File: config.mk
export PLATFORM = sky130hd
export DESIGN_NAME = ps2_host_tx
export DESIGN_NICKNAME = d
export VERILOG_FILES = /design/src/rtl/ps2_host_tx.sv
export SDC_FILE = /design/constraint.sdc
export NUM_CORES = 1
export LEC_CHECK = 0
export BUFFER_PORTS_ARGS = -buffer_cell sky130_fd_sc_hd__clkbuf_2
export CORE_MARGIN = 2
export CORE_UTILIZATION = 45
export DETAILED_ROUTE_END_ITERATION = 6
export MAX_ROUTING_LAYER = met4
export PLACE_DENSITY = 0.67
export SYNTH_ARGS = -nofsm -noshare
export SYNTH_HDL_FRONTEND = slang
export SYNTH_SLANG_ARGS = --single-unit
File: constraint.sdc
create_clock -name clk -period 3.1 [get_ports clk]
set_clock_uncertainty 0.1 [all_clocks]
set_input_delay 0.155 -clock clk [delete_from_list [all_inputs] [get_ports clk]]
set_output_delay 0.155 -clock clk [all_outputs]
set_load 0.005 [all_outputs]
File: src/rtl/ps2_host_tx.sv
// PS/2 host-to-device transmitter. Sends one command byte to the device using open-drain
// *_oe controls: inhibit, start bit, D0..D7 LSB first, odd parity, stop bit, then the device ACK.
module ps2_host_tx #(
  parameter int unsigned INHIBIT_CYCLES = 2500,
  parameter int unsigned START_TIMEOUT  = 375000,
  parameter int unsigned EDGE_TIMEOUT   = 50000
) (
  input  logic       clk,
  input  logic       rst,
  input  logic [7:0] tx_data,
  input  logic       tx_start,
  output logic       tx_busy,
  output logic       tx_done,
  output logic       tx_error,
  input  logic       ps2_clk,
  input  logic       ps2_data,
  output logic       ps2_clk_oe,
  output logic       ps2_data_oe
);

  localparam int unsigned MaxAB  = (INHIBIT_CYCLES > START_TIMEOUT) ? INHIBIT_CYCLES
                                                                    : START_TIMEOUT;
  localparam int unsigned MaxCnt = (MaxAB > EDGE_TIMEOUT) ? MaxAB : EDGE_TIMEOUT;
  localparam int unsigned CntW   = $clog2(MaxCnt + 1);

  localparam logic [CntW-1:0] InhibitLoad = CntW'(INHIBIT_CYCLES - 1);
  localparam logic [CntW-1:0] StartLoad   = CntW'(START_TIMEOUT - 1);
  localparam logic [CntW-1:0] EdgeLoad    = CntW'(EDGE_TIMEOUT - 1);
  localparam logic [CntW-1:0] CntOne      = CntW'(1);

  localparam logic [3:0] StIdle     = 4'd0;
  localparam logic [3:0] StInhibit  = 4'd1;
  localparam logic [3:0] StReq      = 4'd2;
  localparam logic [3:0] StData     = 4'd3;
  localparam logic [3:0] StParity   = 4'd4;
  localparam logic [3:0] StStop     = 4'd5;
  localparam logic [3:0] StWaitIdle = 4'd6;
  localparam logic [3:0] StDone     = 4'd7;
  localparam logic [3:0] StErr      = 4'd8;

  logic            clk_meta_q, clk_sync_q, clk_prev_q;
  logic            data_meta_q, data_sync_q;
  logic            fall;

  logic [3:0]      state_q, state_d;
  logic [CntW-1:0] cnt_q, cnt_d;
  logic [8:0]      shift_q, shift_d;   // {parity, D7..D0}, shifted out LSB first
  logic [3:0]      bitcnt_q, bitcnt_d; // bits already driven onto the data line
  logic            clk_oe_q, clk_oe_d;
  logic            data_oe_q, data_oe_d;
  logic            busy_q, busy_d;
  logic            done_q, done_d;
  logic            err_q, err_d;
  logic            go_err;
  logic            expired;

  // Two-flop synchronizers on the pads; reset to the idle-high level to avoid a false fall.
  always_ff @(posedge clk or posedge rst) begin
    if (rst) begin
      clk_meta_q  <= 1'b1;
      clk_sync_q  <= 1'b1;
      clk_prev_q  <= 1'b1;
      data_meta_q <= 1'b1;
      data_sync_q <= 1'b1;
    end else begin
      clk_meta_q  <= ps2_clk;
      clk_sync_q  <= clk_meta_q;
      clk_prev_q  <= clk_sync_q;
      data_meta_q <= ps2_data;
      data_sync_q <= data_meta_q;
    end
  end

  assign fall    = clk_prev_q & ~clk_sync_q;
  assign expired = (cnt_q == '0);

  // Next-state, counter and line-drive decisions.
  always_comb begin
    state_d   = state_q;
    cnt_d     = expired ? cnt_q : cnt_q - CntOne;
    shift_d   = shift_q;
    bitcnt_d  = bitcnt_q;
    clk_oe_d  = clk_oe_q;
    data_oe_d = data_oe_q;
    busy_d    = busy_q;
    done_d    = 1'b0;
    err_d     = 1'b0;
    go_err    = 1'b0;

    case (state_q)
      StIdle: begin
        if (tx_start) begin
          shift_d   = {~^tx_data, tx_data};
          bitcnt_d  = 4'd0;
          busy_d    = 1'b1;
          clk_oe_d  = 1'b1;
          // A one-cycle inhibit is also its own last cycle.
          data_oe_d = (INHIBIT_CYCLES <= 1);
          cnt_d     = InhibitLoad;
          state_d   = StInhibit;
        end
      end
      StInhibit: begin
        if (cnt_q == CntOne) data_oe_d = 1'b1;
        if (expired) begin
          clk_oe_d  = 1'b0;
          data_oe_d = 1'b1;
          cnt_d     = StartLoad;
          state_d   = StReq;
        end
      end
      StReq: begin
        if (fall) begin
          data_oe_d = ~shift_q[0];
          shift_d   = {1'b0, shift_q[8:1]};
          bitcnt_d  = 4'd1;
          cnt_d     = EdgeLoad;
          state_d   = StData;
        end else if (expired) begin
          go_err = 1'b1;
        end
      end
      StData: begin
        if (fall) begin
          data_oe_d = ~shift_q[0];
          shift_d   = {1'b0, shift_q[8:1]};
          bitcnt_d  = bitcnt_q + 4'd1;
          cnt_d     = EdgeLoad;
          // Once D7 is out, the bit now being driven is parity.
          if (bitcnt_q == 4'd8) state_d = StParity;
        end else if (expired) begin
          go_err = 1'b1;
        end
      end
      StParity: begin
        if (fall) begin
          data_oe_d = 1'b0;
          cnt_d     = EdgeLoad;
          state_d   = StStop;
        end else if (expired) begin
          go_err = 1'b1;
        end
      end
      StStop: begin
        if (fall) begin
          if (!data_sync_q) begin
            cnt_d   = EdgeLoad;
            state_d = StWaitIdle;
          end else begin
            go_err = 1'b1;
          end
        end else if (expired) begin
          go_err = 1'b1;
        end
      end
      StWaitIdle: begin
        if (clk_sync_q && data_sync_q) begin
          done_d  = 1'b1;
          busy_d  = 1'b0;
          cnt_d   = '0;
          state_d = StDone;
        end else if (expired) begin
          go_err = 1'b1;
        end
      end
      StDone: begin
        cnt_d   = '0;
        state_d = StIdle;
      end
      StErr: begin
        cnt_d   = '0;
        state_d = StIdle;
      end
      default: begin
        cnt_d     = '0;
        clk_oe_d  = 1'b0;
        data_oe_d = 1'b0;
        busy_d    = 1'b0;
        state_d   = StIdle;
      end
    endcase

    if (go_err) begin
      err_d     = 1'b1;
      busy_d    = 1'b0;
      clk_oe_d  = 1'b0;
      data_oe_d = 1'b0;
      cnt_d     = '0;
      state_d   = StErr;
    end
  end

  // State and registered outputs; reset releases both lines immediately.
  always_ff @(posedge clk or posedge rst) begin
    if (rst) begin
      state_q   <= StIdle;
      cnt_q     <= '0;
      shift_q   <= '0;
      bitcnt_q  <= '0;
      clk_oe_q  <= 1'b0;
      data_oe_q <= 1'b0;
      busy_q    <= 1'b0;
      done_q    <= 1'b0;
      err_q     <= 1'b0;
    end else begin
      state_q   <= state_d;
      cnt_q     <= cnt_d;
      shift_q   <= shift_d;
      bitcnt_q  <= bitcnt_d;
      clk_oe_q  <= clk_oe_d;
      data_oe_q <= data_oe_d;
      busy_q    <= busy_d;
      done_q    <= done_d;
      err_q     <= err_d;
    end
  end

  assign ps2_clk_oe  = clk_oe_q;
  assign ps2_data_oe = data_oe_q;
  assign tx_busy     = busy_q;
  assign tx_done     = done_q;
  assign tx_error    = err_q;

endmodule

==> results of run 1 <==
routing by layer:
layer,wire length [um],GRT usage,vias to the layer above
met3,209,0.0317,8
met4,91,0.0557,0
met1,2990,0.270,1104
met2,2850,0.289,44
li1,-,-,1132
met5,0,-,-
worst max-delay path: cells and delay by family (launching register included):
kind	cells	cell delay, ns
AND/OR/NAND/NOR	3	0.93
AO/OA/AOI/OAI	3	0.89
flip-flops	1	0.60
flip-flops by register name, indices dropped and copies added (netlist names):
register     count
clk_meta_q       1
state_q          4
clk_sync_q       1
ps2_clk_oe       1
tx_busy          1
shift_q          9
cnt_q           19
tx_error         1
ps2_data_oe      1
data_meta_q      1
clk_prev_q       1
data_sync_q      1
bitcnt_q         4
tx_done          1
placed cells by master (no fill, tap or decap), types with 6 or more instances in the layout:
| master | n |
|---|---|
| sky130_fd_sc_hd__a211oi_1 | 7 |
| sky130_fd_sc_hd__a21oi_1 | 27 |
| sky130_fd_sc_hd__buf_4 | 10 |
| sky130_fd_sc_hd__clkbuf_2 | 17 |
| sky130_fd_sc_hd__dfrtp_1 | 41 |
| sky130_fd_sc_hd__ha_1 | 6 |
| sky130_fd_sc_hd__inv_1 | 9 |
| sky130_fd_sc_hd__mux2i_1 | 11 |
| sky130_fd_sc_hd__nand2_1 | 17 |
| sky130_fd_sc_hd__nand2b_1 | 10 |
| sky130_fd_sc_hd__nor2_1 | 27 |
| sky130_fd_sc_hd__nor3_1 | 10 |
| sky130_fd_sc_hd__o21ai_0 | 15 |
| sky130_fd_sc_hd__xnor2_1 | 12 |
| sky130_fd_sc_hd__xor2_1 | 6 |
repair_timing:
| item | CTS | global route |
|---|---|---|
| buffers inserted | 0 | 0 |
| hold buffers | 3 | 0 |
| endpoints found under the setup margin | 0 | 0 |
| hold endpoints to repair | 24 | 0 |
worst max path at each step:
stage / from / to / slack (ns) / depth (start not counted)
floorplan: cnt_q[13] / cnt_q[0] / 0.77 / 8
detailed placement: state_q[2] / cnt_q[9] / 0.54 / 6
finish: state_q[2] / cnt_q[9] / 0.51 / 6
global placement: state_q[2] / cnt_q[9] / 0.64 / 6
CTS: state_q[2] / cnt_q[9] / 0.53 / 6
global route: state_q[2] / cnt_q[9] / 0.33 / 6
final cells by class:
class	instances	area (sq um)	area share
clock buffer	8	80.1	0.0260
inverter	11	41.3	0.0134
multi-input combinational	229	1520	0.493
sequential	46	1160	0.376
tap	75	93.8	0.0305
timing repair buffer	30	190	0.0617
kinds of logic after synthesis:
logic type      share of synthesized area
compound gates                      0.186
xor+xnor                           0.0554
fa+ha+maj                          0.0264
buf+inv                            0.0611
flops                               0.407
mux                                0.0466
simple gates                        0.218
per-stage QoR:
step,cells,utilization,instance area (sq um)
after floorplan,300,-,2850
after global placement,388,0.493,2970
after detailed placement,388,0.493,2970
after CTS,399,0.511,3080
after global routing,399,0.511,3080
final,399,0.511,3080
power by group:
| part | internal, mW | switching [mW] | total [mW] |
|---|---|---|---|
| Clock | 0.161 | 0.193 | 0.354 |
| Combinational | 0.705 | 0.867 | 1.57 |
| Sequential | 0.814 | 0.212 | 1.03 |
==> metrics.csv, run 1 <==
metric,value,unit
routabilityCongestion,0.825,
areaGrowthSynthToFinish,8.31,%
end_kind,flop,
worst_setup_path_start_kind,flop,
rrSetupSlack,0.51,ns
clock.fmax,0.387,GHz
cts_repair_resize_count,0,
reg2reg_capture_point,cnt_q[9],
finalHoldWorstSlack,0.0829,ns
synth_sequential_area_ratio,0.407,
power_dens_cells,958,nW/um^2
netlist-cell-type-count,66,
post_synth_instance_area,2850,sq um
worst_hold_path.endpoint,shift_q[2],
ctsLongestPathBuffers,2,
antenna_violating_nets_post_route,0,
num-fill-cells,573,
place.port_buffers,17,
clk_pin_slew_worst_paths,0.09,ns
synthTopCellsByCount,"sky130_fd_sc_hd__dfrtp_1 (41), sky130_fd_sc_hd__a21oi_1 (27), sky130_fd_sc_hd__nor2_1 (27)",
min_path_type,in2reg,
fin_ws,0.513,ns
grt_first_pass_wirelength,10600,um
post-synth-top-count-cell,sky130_fd_sc_hd__dfrtp_1,
synth-warning-count,0,
fp.dieW,83.5,um
netlist.top_cell.by_area,sky130_fd_sc_hd__dfrtp_1,
cp_cell_sequence,nand2_1 -> o21ai_0 -> nor2_1 -> a21boi_4 -> or4_1 -> a21oi_1,
detailedRoute.firstPassIterationCount,4,
worst_r2r_startpoint,state_q[2],
row_count,28,
tightest_slew,0.943,ns
dp.final_hpwl,4520,um
final_period_minus_worst_setup_slack,2.59,ns
worst_skew_pair.late_latency,0.30,ns
overall_fraction_of_global_route_tracks_in_use,0.192,
grt_max_degree,47,
area_of_the_core,6030,sq um
die_h,83.5,um
grt_setup_unrepaired,false,
first_iter_violations,87,
status,"finished, final reports clean",
antenna_cells,0,
initial_util,0.472,
finish.net_count,342,
ctsHtreeMaxLevel,2,
cts_root_buffer,sky130_fd_sc_hd__clkbuf_8,
routed_wirelength,6140,um
synth-seq-cells,46,
final_layout_size_suffix_gt1_frac,0.176,
worstHoldStart,tx_data[2],
grt.overflow.total,0,
io_pins,18,
antenna_found_initial,0,
critPathArrivalTime,2.71,ns
ys.flop_type,sky130_fd_sc_hd__dfrtp_1,
vias,2288,
dp_worst_setup_slack,0.539,ns
tritoncts,built,
syn-instance-count,300,
dieArea,6970,sq um
critical_path.max_fanout,13,
slowest_delay,0.60,ns
crit_path_category,reg2reg,
whs_path_depth,3,
yosys_top_cell_area_share,0.361,
first_global_vias,2186,
critical_path_required,3.22,ns
fin_crit_sh,0.835,
totalNegativeSetupSlack,0,ns
setup-violations-final,0,
slew_violations,0,
max-vdd-ir-drop,0.000557,V
clock_sink_count,46,
avgRoutedWirePerCell,15.4,um
leakagePower,1.30,nW
syn-num-nets,319,
power,2.95,mW
crit_path_top_delay_cell,sky130_fd_sc_hd__dfrtp_1,
rr_worst_depth,6,
drc_errors,0,
numCtsBuffers,5,
max-slew-margin-rel,0.370,
async_flop_share,1.00,
synth_edf_count,0,
synthesis.area_per_instance,9.48,sq um
final_hold_viol_count,0,
cap_viol_max_count,0,
vias_per_inst,5.73,
ys_top_cells_by_area,"sky130_fd_sc_hd__dfrtp_1 (36%), sky130_fd_sc_hd__a21oi_1 (4.7%), sky130_fd_sc_hd__dfstp_2 (4.6%)",
Note: power is estimated with default switching activity, not from simulation.
==> run 2, diff against run 1 <==
--- a/config.mk
+++ b/config.mk
@@ -10,7 +10,7 @@
 export CORE_UTILIZATION = 45
 export DETAILED_ROUTE_END_ITERATION = 6
 export MAX_ROUTING_LAYER = met4
-export PLACE_DENSITY = 0.67
+export PLACE_DENSITY = 0.69
 export SYNTH_ARGS = -nofsm -noshare
 export SYNTH_HDL_FRONTEND = slang
 export SYNTH_SLANG_ARGS = --single-unit
==> constraint.sdc (replaced) <==
create_clock -name clk -period 2.2 [get_ports clk]
set_clock_uncertainty 0.1 [all_clocks]
set_input_delay 0.11 -clock clk [delete_from_list [all_inputs] [get_ports clk]]
set_output_delay 0.11 -clock clk [all_outputs]
set_load 0.005 [all_outputs]
==> run 2 against run 1 <==
The flow now finishes with violations (negative setup slack). Die area unchanged. Cell area increased by 22%. Flip-flop and latch count unchanged. First-iteration DRC count increased by 57%. Critical endpoint is now cnt_q[7]. Critical path depth increased by 1. Final cell count increased by 11%. Highest routed layer unchanged. Non-clock buffer count increased by 45. Worst setup slack got worse by 0.66 ns. Clock power increased by 84%. Fmax increased by 10%.
==> metrics.csv, run 2 (same netlist as run 1, synthesis figures left out) <==
metric,value,unit,change
crit_path_top_delay_cell,sky130_fd_sc_hd__or4_4,,
place.port_buffers,17,,unchanged
worst_r2r_startpoint,cnt_q[16],,
crit_path_category,reg2reg,,
critical_path.max_fanout,6,,-7
areaGrowthSynthToFinish,31.6,%,
grt_max_degree,47,,unchanged
detailedRoute.firstPassIterationCount,4,,unchanged
io_pins,18,,unchanged
num-fill-cells,497,,-13%
layout_commonest_cell,sky130_fd_sc_hd__buf_4,,
final_layout_size_suffix_gt1_frac,0.388,,+0.212
critical_path_buf_inv_count,1,,+1
row_count,28,,unchanged
overall_fraction_of_global_route_tracks_in_use,0.218,,+0.0255
min_path_type,in2reg,,
routabilityCongestion,0.904,,+9.6%
setup.worst_path.start,cnt_q[16],,
fp.dieW,83.5,um,unchanged
tritoncts,built,,
reg2reg_capture_point,cnt_q[7],,
net-switching-power,2.29,mW,+80%
vias,2584,,+13%
die_h,83.5,um,unchanged
fin_crit_sh,1.07,,+0.234
dp.final_hpwl,5040,um,+12%
clock.fmax,0.425,GHz,+10%
worst_setup_path_start_kind,flop,,
numPlacedInstances,423,,+9.0%
initial_util,0.472,,unchanged
top_register,cnt_q,,
cap_viol_max_count,0,,unchanged
vias_per_inst,5.82,,+1.5%
top_regs,"cnt_q (19), shift_q (9)",,
numCtsBuffers,5,,unchanged
comb_power_share,0.624,,+0.091
ctsLongestPathBuffers,2,,unchanged
worstSetupPathDepth,7,,+1
internal-power,3.13,mW,+86%
first_global_vias,2520,,+15%
finish.net_count,388,,+13%
first_iter_violations,137,,+57%
final_hold_viol_count,0,,unchanged
antenna_violating_nets_post_route,0,,unchanged
power.share.clock,0.120,,about the same
critPathArrivalTime,2.45,ns,-0.26 ns
avgRoutedWirePerCell,17.0,um,+11%
final_period_minus_worst_setup_slack,2.35,ns,-0.236 ns
max-slew-margin-rel,0.606,,+0.236
final_cell_count_no_fill,444,,+11%
rrSetupSlack,-0.15,ns,-0.66 ns
drc_errors,0,,unchanged
setup-violations-final,24,,+24
ctsHtreeMaxLevel,2,,unchanged
worst_setup_path_endpoint,cnt_q[7],,
status,"complete, but fails checks",,
critical_path_required,2.30,ns,-0.92 ns
path_delay_family,simple AND/OR/NAND/NOR gates,,
clk_pin_slew_worst_paths,0.09,ns,about the same
grt.overflow.total,0,,unchanged
worst_skew_pair.late_latency,0.30,ns,about the same
seq_power_share,0.256,,-0.091
area_of_the_core,6030,sq um,unchanged
dpl_cell_area,3240,sq um,+9.1%
swShare,0.422,,-0.00879
largest_reg_flops,19,,unchanged
power_dens_cells,1450,nW/um^2,+51%
failed_checks,negative setup slack,,
design_area,3740,sq um,+22%
slew_violations,0,,unchanged
final_cell_mix,"sky130_fd_sc_hd__buf_4 (49), sky130_fd_sc_hd__dfrtp_1 (41), sky130_fd_sc_hd__nor2_1 (25)",,
end_kind,flop,,
antenna_cells,0,,unchanged
slowest_delay,0.56,ns,-0.04 ns
max-vdd-ir-drop,0.000709,V,+27%
grt_first_pass_wirelength,12000,um,+13%
cts_root_buffer,sky130_fd_sc_hd__clkbuf_8,,
grt_setup_unrepaired,true,,
routed_wirelength,7570,um,+23%
cp_cell_sequence,or4_4 -> nor3_4 -> buf_4 -> and4_4 -> nor4_4 -> xnor2_2 -> a211oi_2,,
clock_sink_count,46,,unchanged
fin_ws,-0.151,ns,-0.664 ns
rr_worst_depth,7,,+1
leakagePower,1.59,nW,+22%
dieArea,6970,sq um,unchanged
antenna_found_initial,0,,unchanged
tightest_slew,0.591,ns,-0.352 ns
## run 2: cell count changes in the layout (fill, tap and decap cells not counted), sizes merged
| cell | previous run | this run |
|---|---|---|
| buf | 10 | 55 |
| or3 | 5 | 6 |
| clkbuf | 25 | 23 |
| bufinv | 0 | 1 |
## run 2: worst min-delay path: stages
cell and delay, ns:
sky130_fd_sc_hd__clkbuf_2 0.10, sky130_fd_sc_hd__mux2i_1 0.11, sky130_fd_sc_hd__a21oi_1 0.08
## run 2: routing by layer
metal	global-route usage	routed length [um]	share of wire
met1	0.269	3240	0.43
met2	0.365	3830	0.51
met3	0.0346	319	0.042
met4	0.0733	173	0.023
met5	-	0	0
## run 2: power by group through the flow
stage / Combinational [mW] / Clock [mW] / Sequential (mW)
finish: 3.38 / 0.651 / 1.39
global route: 3.66 / 0.697 / 1.43
CTS: 2.95 / 0.668 / 1.38
detailed placement: 2.69 / 0 / 1.39
global placement: 2.64 / 0 / 1.37
floorplan: 1.82 / 0 / 1.35
## run 2: worst min-delay path by stage
stage                     from          end  slack, ns  cells after the start
floorplan              ps2_clk   clk_meta_q       0.01                      0
global placement       ps2_clk   clk_meta_q        0.1                      1
detailed placement    ps2_data  data_meta_q        0.1                      1
CTS                 tx_data[7]   shift_q[7]       0.03                      3
global route        tx_data[7]   shift_q[7]       0.04                      3
finish              tx_data[7]   shift_q[7]       0.03                      3
## run 2: layout make-up
type | count | area [sq um] | share of cell area
tap | 75 | 93.8 | 0.0251
sequential | 46 | 1160 | 0.309
clock inverter | 1 | 30.0 | 0.00802
inverter | 11 | 48.8 | 0.0130
multi-input combinational | 230 | 1780 | 0.475
timing repair buffer | 75 | 554 | 0.148
clock buffer | 6 | 82.6 | 0.0221
## run 2: per-stage QoR
stage	worst slack, ns	TNS (ns)	hold slack, ns	util	total power, mW
after floorplan	0.000250	0	0.0145	-	3.17
after global placement	-0.126	-0.126	0.0984	0.538	4.01
after detailed placement	-0.177	-0.554	0.0996	0.538	4.08
after CTS	-0.139	-1.28	0.0259	0.586	5.00
after global routing	-0.214	-3.11	0.0432	0.621	5.78
final	-0.151	-1.51	0.0339	0.621	5.42
## run 2: repair_timing
item                                   CTS  global route
cloned                                   1             0
hold buffers                             3             0
setup endpoints to repair               15            26
buffers inserted                         5             6
endpoints found under the hold margin   43             0
pin swaps                               20            28
gates resized for setup                 23            37
